==> src/rtl/commit_monitor_if.sv <==
// Retirement stream in, trace record stream out; the monitor takes the slave view.
interface commit_monitor_if;
  logic        commit;
  logic [31:0] commit_instr;
  logic [63:0] commit_pc;
  logic [63:0] commit_pre_pc;

  logic        trace_valid;
  logic        trace_ready;
  logic [31:0] trace_instr;
  logic [63:0] trace_pc;
  logic [63:0] trace_pre_pc;
  logic [63:0] trace_seq;

  modport master (
    output commit, commit_instr, commit_pc, commit_pre_pc, trace_ready,
    input  trace_valid, trace_instr, trace_pc, trace_pre_pc, trace_seq
  );

  modport slave (
    input  commit, commit_instr, commit_pc, commit_pre_pc, trace_ready,
    output trace_valid, trace_instr, trace_pc, trace_pre_pc, trace_seq
  );
endinterface

==> src/rtl/commit_monitor.sv <==
// Commit trace/run-control: 1-cycle commit-to-trace latency through a DEPTH-entry FIFO.
// Never stalls the commit stream; a record arriving at a full FIFO is dropped and flagged.
module commit_monitor #(
  parameter int DEPTH   = 8,
  parameter int TIMEOUT = 1024
) (
  input  logic                     clk,
  input  logic                     rst,
  commit_monitor_if.slave          mon,
  output logic [$clog2(DEPTH):0]   fifo_count,
  output logic [63:0]              instret,
  output logic [63:0]              cycles,
  output logic                     halted,
  output logic [63:0]              halt_pc,
  output logic                     timeout,
  output logic                     overflow
);

  localparam int          PtrW   = $clog2(DEPTH);
  localparam int          CntW   = PtrW + 1;
  localparam int          IdleW  = $clog2(TIMEOUT);
  localparam logic [31:0] Ebreak = 32'h0010_0073;

  typedef enum logic [1:0] {
    stRun,
    stHalted,
    stTimeout
  } state_t;

  state_t state;
  state_t stateNext;

  logic [PtrW-1:0]  rdPtr;
  logic [PtrW-1:0]  wrPtr;
  logic [IdleW-1:0] idleCnt;

  logic [31:0] instrMem [DEPTH];
  logic [63:0] pcMem    [DEPTH];
  logic [63:0] prePcMem [DEPTH];
  logic [63:0] seqMem   [DEPTH];

  logic running;
  logic accept;
  logic headVld;
  logic pop;
  logic space;
  logic push;
  logic drop;
  logic isEbreak;
  logic idleExpire;

  assign running    = (state == stRun);
  assign accept     = running & mon.commit;
  assign headVld    = (fifo_count != '0);
  assign pop        = headVld & mon.trace_ready;
  // A full FIFO still has room when its head leaves on the same edge.
  assign space      = (fifo_count != CntW'(DEPTH)) | pop;
  assign push       = accept & space;
  assign drop       = accept & ~space;
  assign isEbreak   = accept & (mon.commit_instr == Ebreak);
  assign idleExpire = running & ~mon.commit & (idleCnt == IdleW'(TIMEOUT - 1));

  always_ff @(posedge clk) begin
    if (rst) begin
      state <= stRun;
    end else begin
      state <= stateNext;
    end
  end

  always_comb begin
    stateNext = state;
    case (state)
      stRun: begin
        if (isEbreak) begin
          stateNext = stHalted;
        end else if (idleExpire) begin
          stateNext = stTimeout;
        end
      end
      default: stateNext = state;
    endcase
  end

  always_ff @(posedge clk) begin
    if (rst) begin
      rdPtr      <= '0;
      wrPtr      <= '0;
      fifo_count <= '0;
      instret    <= '0;
      cycles     <= '0;
      idleCnt    <= '0;
      overflow   <= 1'b0;
      halt_pc    <= '0;
    end else begin
      if (push) begin
        wrPtr <= wrPtr + 1'b1;
      end
      if (pop) begin
        rdPtr <= rdPtr + 1'b1;
      end
      case ({push, pop})
        2'b10:   fifo_count <= fifo_count + 1'b1;
        2'b01:   fifo_count <= fifo_count - 1'b1;
        default: fifo_count <= fifo_count;
      endcase

      if (accept) begin
        instret <= instret + 64'd1;
      end
      if (running) begin
        cycles <= cycles + 64'd1;
      end

      if (accept) begin
        idleCnt <= '0;
      end else if (running && !idleExpire) begin
        idleCnt <= idleCnt + 1'b1;
      end

      if (drop) begin
        overflow <= 1'b1;
      end
      if (isEbreak) begin
        halt_pc <= mon.commit_pc;
      end
    end
  end

  // Record storage needs no reset: reads are masked while the FIFO is empty.
  always_ff @(posedge clk) begin
    if (push && !rst) begin
      instrMem[wrPtr] <= mon.commit_instr;
      pcMem[wrPtr]    <= mon.commit_pc;
      prePcMem[wrPtr] <= mon.commit_pre_pc;
      seqMem[wrPtr]   <= instret;
    end
  end

  assign mon.trace_valid  = headVld;
  assign mon.trace_instr  = headVld ? instrMem[rdPtr] : '0;
  assign mon.trace_pc     = headVld ? pcMem[rdPtr]    : '0;
  assign mon.trace_pre_pc = headVld ? prePcMem[rdPtr] : '0;
  assign mon.trace_seq    = headVld ? seqMem[rdPtr]   : '0;

  assign halted  = (state == stHalted);
  assign timeout = (state == stTimeout);

endmodule
==> src/flat_wrapper.sv <==
// flat-port wrapper written by rule: the top's interface ports become plain ports
module commit_monitor_flat 
#(
  parameter int DEPTH   = 8,
  parameter int TIMEOUT = 1024
)
  (clk, rst, fifo_count, instret, cycles, halted, halt_pc, timeout, overflow, mon_commit, mon_commit_instr, mon_commit_pc, mon_commit_pre_pc, mon_trace_ready, mon_trace_valid, mon_trace_instr, mon_trace_pc, mon_trace_pre_pc, mon_trace_seq);
  commit_monitor_if mon_i ();
  input  logic clk;
  input  logic rst;
  output logic [$clog2(DEPTH):0] fifo_count;
  output logic [63:0] instret;
  output logic [63:0] cycles;
  output logic halted;
  output logic [63:0] halt_pc;
  output logic timeout;
  output logic overflow;
  input wire logic [$bits(mon_i.commit)-1:0] mon_commit;
  input wire logic [$bits(mon_i.commit_instr)-1:0] mon_commit_instr;
  input wire logic [$bits(mon_i.commit_pc)-1:0] mon_commit_pc;
  input wire logic [$bits(mon_i.commit_pre_pc)-1:0] mon_commit_pre_pc;
  input wire logic [$bits(mon_i.trace_ready)-1:0] mon_trace_ready;
  output wire logic [$bits(mon_i.trace_valid)-1:0] mon_trace_valid;
  output wire logic [$bits(mon_i.trace_instr)-1:0] mon_trace_instr;
  output wire logic [$bits(mon_i.trace_pc)-1:0] mon_trace_pc;
  output wire logic [$bits(mon_i.trace_pre_pc)-1:0] mon_trace_pre_pc;
  output wire logic [$bits(mon_i.trace_seq)-1:0] mon_trace_seq;
  assign mon_i.commit = mon_commit;
  assign mon_i.commit_instr = mon_commit_instr;
  assign mon_i.commit_pc = mon_commit_pc;
  assign mon_i.commit_pre_pc = mon_commit_pre_pc;
  assign mon_i.trace_ready = mon_trace_ready;
  assign mon_trace_valid = mon_i.trace_valid;
  assign mon_trace_instr = mon_i.trace_instr;
  assign mon_trace_pc = mon_i.trace_pc;
  assign mon_trace_pre_pc = mon_i.trace_pre_pc;
  assign mon_trace_seq = mon_i.trace_seq;
  commit_monitor #(.DEPTH(DEPTH), .TIMEOUT(TIMEOUT)) u_core (.clk(clk), .rst(rst), .mon(mon_i), .fifo_count(fifo_count), .instret(instret), .cycles(cycles), .halted(halted), .halt_pc(halt_pc), .timeout(timeout), .overflow(overflow));
endmodule
==> config.mk <==
export PLATFORM = sky130hd
export DESIGN_NAME = commit_monitor_flat
export DESIGN_NICKNAME = d
export VERILOG_FILES = /design/src/rtl/commit_monitor_if.sv /design/src/rtl/commit_monitor.sv /design/src/flat_wrapper.sv
export SDC_FILE = /design/constraint.sdc
export NUM_CORES = 2
export LEC_CHECK = 0
export BUFFER_PORTS_ARGS = -buffer_cell sky130_fd_sc_hd__buf_4
export CORE_MARGIN = 3
export CORE_UTILIZATION = 42
export DETAILED_ROUTE_END_ITERATION = 6
export HOLD_SLACK_MARGIN = 0.1
export PLACE_DENSITY = 0.57
export SLEW_MARGIN = 20
export SYNTH_ARGS = -nofsm -noshare
export SYNTH_HDL_FRONTEND = slang
export SYNTH_SLANG_ARGS = --single-unit
==> constraint.sdc <==
create_clock -name clk -period 17.63 [get_ports clk]
set_input_delay 1.763 -clock clk [delete_from_list [all_inputs] [get_ports clk]]
set_output_delay 1.763 -clock clk [all_outputs]
set_load 0.01 [all_outputs]
==> results.tsv <==
stage	metric	value	unit
timing	setup_slack	10.71	ns
worst_setup_path	worstPathMaxFanout	63	
floorplanning	ios	588	
synth	synth_area_leaders	edfxtp_1 (70%), mux4_2 (13%), dfxtp_1 (5.6%)	
timing	tightest_slew	1.22	ns
timing	period_share	39.2	%
synth	syn_area_per_cell	19.3	sq um
layout	area_growth	18.3	%
hold_path	min_path_type	flip-flop to flip-flop	
placed_design	dp.cells	6886	
synth	synth_cells	4007	
power_and_ir_drop	finalPower	12.5	mW
power_and_ir_drop	p_per_area	137	nW/um^2
floorplanning	rows	156	
cts	cts_hold_buffers	0	
placed_design	io_buffer_count	587	
timing	rsz0062_at_grt	false	
cts	clk_latency	0.82	ns
power_and_ir_drop	leakage	29.0	nW
global_route	grt.busiest_layer	met2	
synth	ys_ff_latch	2010	
worst_setup_path	worst_r2r_path_depth	8	
synth	yosysTopAreaCell	edfxtp_1	
timing	hold_viol_final	0	
floorplanning	die_w	435	um
floorplanning	die-area	189000	sq um
synth	synth_top_cell_area_share	69.7	%
hold_path	whs_path_depth	2	
global_route	grtUsageMet3	3.80	%
cts	numCtsBuffers	205	
detailed_routing	vias	39500	
synth	ys_seq_area_share	75.3	%
layout	drive_gt1_share	29.3	%
detailed_routing	final_antenna_net_count	0	
placed_design	place.gp.congestion	0.788	
detailed_routing	vias_per_cell	5.42	
synth	ys_warn_count	0	
timing	max_slew_margin	18.9	%
floorplanning	coreArea	182000	sq um
timing	fmax	0.145	GHz
placed_design	dp_hpwl	107000	um
worst_setup_path	critPathRequiredTime	15.87	ns
layout	fin_util	50.3	%
synth	synth_ff_type	edfxtp_1	
synth	syn-num-nets	4179	
power_and_ir_drop	ir_worst_vdd	110	uV
run_status	status	finished clean	
cts	cts_sinks	2010	
synth	syn-cell-area	77300	sq um
worst_setup_path	worstSetupPathType	flip-flop to output pin	
global_route	first_global_vias	41200	
worst_setup_path	critPathCaptureType	output pin	
cts	cts.path.max_buffers	3	
timing	setup_viol	0	
flow_run	drv_cap	0	
detailed_routing	drc	0	
cts	root_buffer	clkbuf_16	
cts	cts_tree	done	
detailed_routing	drt-total-wl	187000	um
cts	clk_pin_slew	0.06	ns
cts	post-cts-setup-buffer-count	0	
global_route	grt_max_degree	142	
global_route	grt_pass1_wl	279000	um
placed_design	place_ws	10.87	ns
timing	tns	0	ns
global_route	gr-usage-met2	33.5	%
layout	fin_cells	7279	
timing	whs	0.451	ns
floorplanning	die_h	435	um
synth	synth_edf_count	1792	
cts	post_cts_resized	0	
timing	fin_skew	0.0258	ns
global_route	antenna_found_initial	8	
synth	synth_cell_types	58	
timing	report.final.slew_viol_count	0	
detailed_routing	firstDrtPassIters	5	
detailed_routing	wire_per_inst	25.7	um
worst_setup_path	start_kind	flip-flop	
detailed_routing	drt_iter0_drc	2720	
global_route	gr-total-overflow	0	
worst_setup_path	arrival	5.16	ns
global_route	globalRouteTotalUtil	19.6	%
layout	nets	4817	
synth	synthArstFlopShare	0	%
timing	min_period	6.92	ns
layout	finish.instance_area	91400	sq um
cts	htreeDepth	4	
global_route	grtUsageMet1	26.0	%
layout	fillCellCount	15000	
floorplanning	initial_core_util	42.5	%
placed_design	placed_area	84600	sq um
-- logic make-up (layout without fill, tap and decap cells) --
family	after synthesis	after routing	synth area share, %
simple gates	805	805	5.06
buf+inv	235	1054	1.21
flops	2010	2010	75.3
mux	676	676	16.0
compound gates	187	187	1.31
fa+ha+maj	8	8	0.139
other cells	0	4	0
xor+xnor	86	86	0.975
-- area by class of cell --
class / count / area [sq um] / area share [%]
Inverter: 21 / 78.8 / 0.0863
Tap cell: 2449 / 3060 / 3.35
Sequential cell: 2010 / 58200 / 63.7
Clock inverter: 112 / 1190 / 1.31
Antenna cell: 4 / 10.0 / 0.0110
Multi-Input combinational cell: 1762 / 18200 / 20.0
Timing Repair Buffer: 645 / 5050 / 5.53
Clock buffer: 276 / 5540 / 6.06
-- path summary, 6_finish.rpt --
kind	to	slack, ns	startpoint
worst max-delay path	mon_trace_pc[31]	10.71	flip-flop
worst min-delay path	u_core.halt_pc[4]	0.45	u_core.halt_pc[4]
worst max register to register	u_core.prePcMem[2][56]	12.45	u_core.state[1]
worst min register to register	u_core.halt_pc[4]	0.45	u_core.halt_pc[4]
-- critical path, stage by stage (launching register included) --
cell and delay (ns):
dfxtp_4 0.67, buf_4 0.76, buf_4 0.91, buf_4 0.83
mux4_2 0.41, mux2i_1 0.32, nor2_1 0.08, buf_4 0.17
-- power breakdown --
group | internal, mW | total (mW) | switching [mW]
clock | 2.53 | 4.31 | 1.79
combinational | 1.30 | 2.86 | 1.56
sequential | 5.27 | 5.32 | 0.0551
-- placed cells by master, fill, tap and decap left out, types with 33 or more instances in the layout --
cell	count
a21oi_1	125
buf_4	628
clkbuf_1	61
clkbuf_16	209
clkinv_1	39
clkinv_2	33
dfxtp_1	215
edfxtp_1	1792
mux2i_1	227
mux4_2	448
nand2_1	170
nand3_1	47
nand4_1	69
nor2_1	332
o21ai_0	33
or3_1	36
xnor2_1	37
xor2_1	49
-- synth_stat cells (all sizes together) (2+ instances only) --
| master | count |
|---|---|
| nand4 | 71 |
| buf | 94 |
| nand2b | 3 |
| mux2i | 227 |
| and2 | 11 |
| and4 | 19 |
| mux4 | 448 |
| xor2 | 49 |
| ha | 7 |
| or3 | 37 |
| edfxtp | 1792 |
| xnor2 | 37 |
| nor3 | 31 |
| clkbuf | 120 |
| o21ai | 33 |
| nor4b | 2 |
| nand2 | 170 |
| nor4bb | 2 |
| a21oi | 125 |
| nor3b | 3 |
| o31ai | 22 |
| nand3 | 48 |
| dfxtp | 218 |
| nor4 | 15 |
| or4 | 25 |
| nor2 | 339 |
| a31oi | 2 |
| or2 | 3 |
| inv | 21 |
| nor2b | 5 |
| and3 | 16 |
-- state kept, by name (all words and copies together) (netlist names), named ones only --
| register | flops |
|---|---|
| u_core.pcMem | 512 |
| u_core.prePcMem | 512 |
| u_core.seqMem | 512 |
| u_core.instrMem | 256 |
| u_core.cycles | 64 |
| u_core.halt_pc | 64 |
| u_core.instret | 64 |
| u_core.idleCnt | 10 |
| u_core.fifo_count | 4 |
| u_core.rdPtr | 3 |
| u_core.wrPtr | 3 |
| u_core.state | 2 |
| u_core.overflow | 1 |
-- metal layers --
layer	wire, um	part of all wire, %
met1	78800	42
met2	95500	51
met5	23	0.012
met4	3860	2.1
met3	9290	5.0
Note: power is estimated with default switching activity, not from simulation.
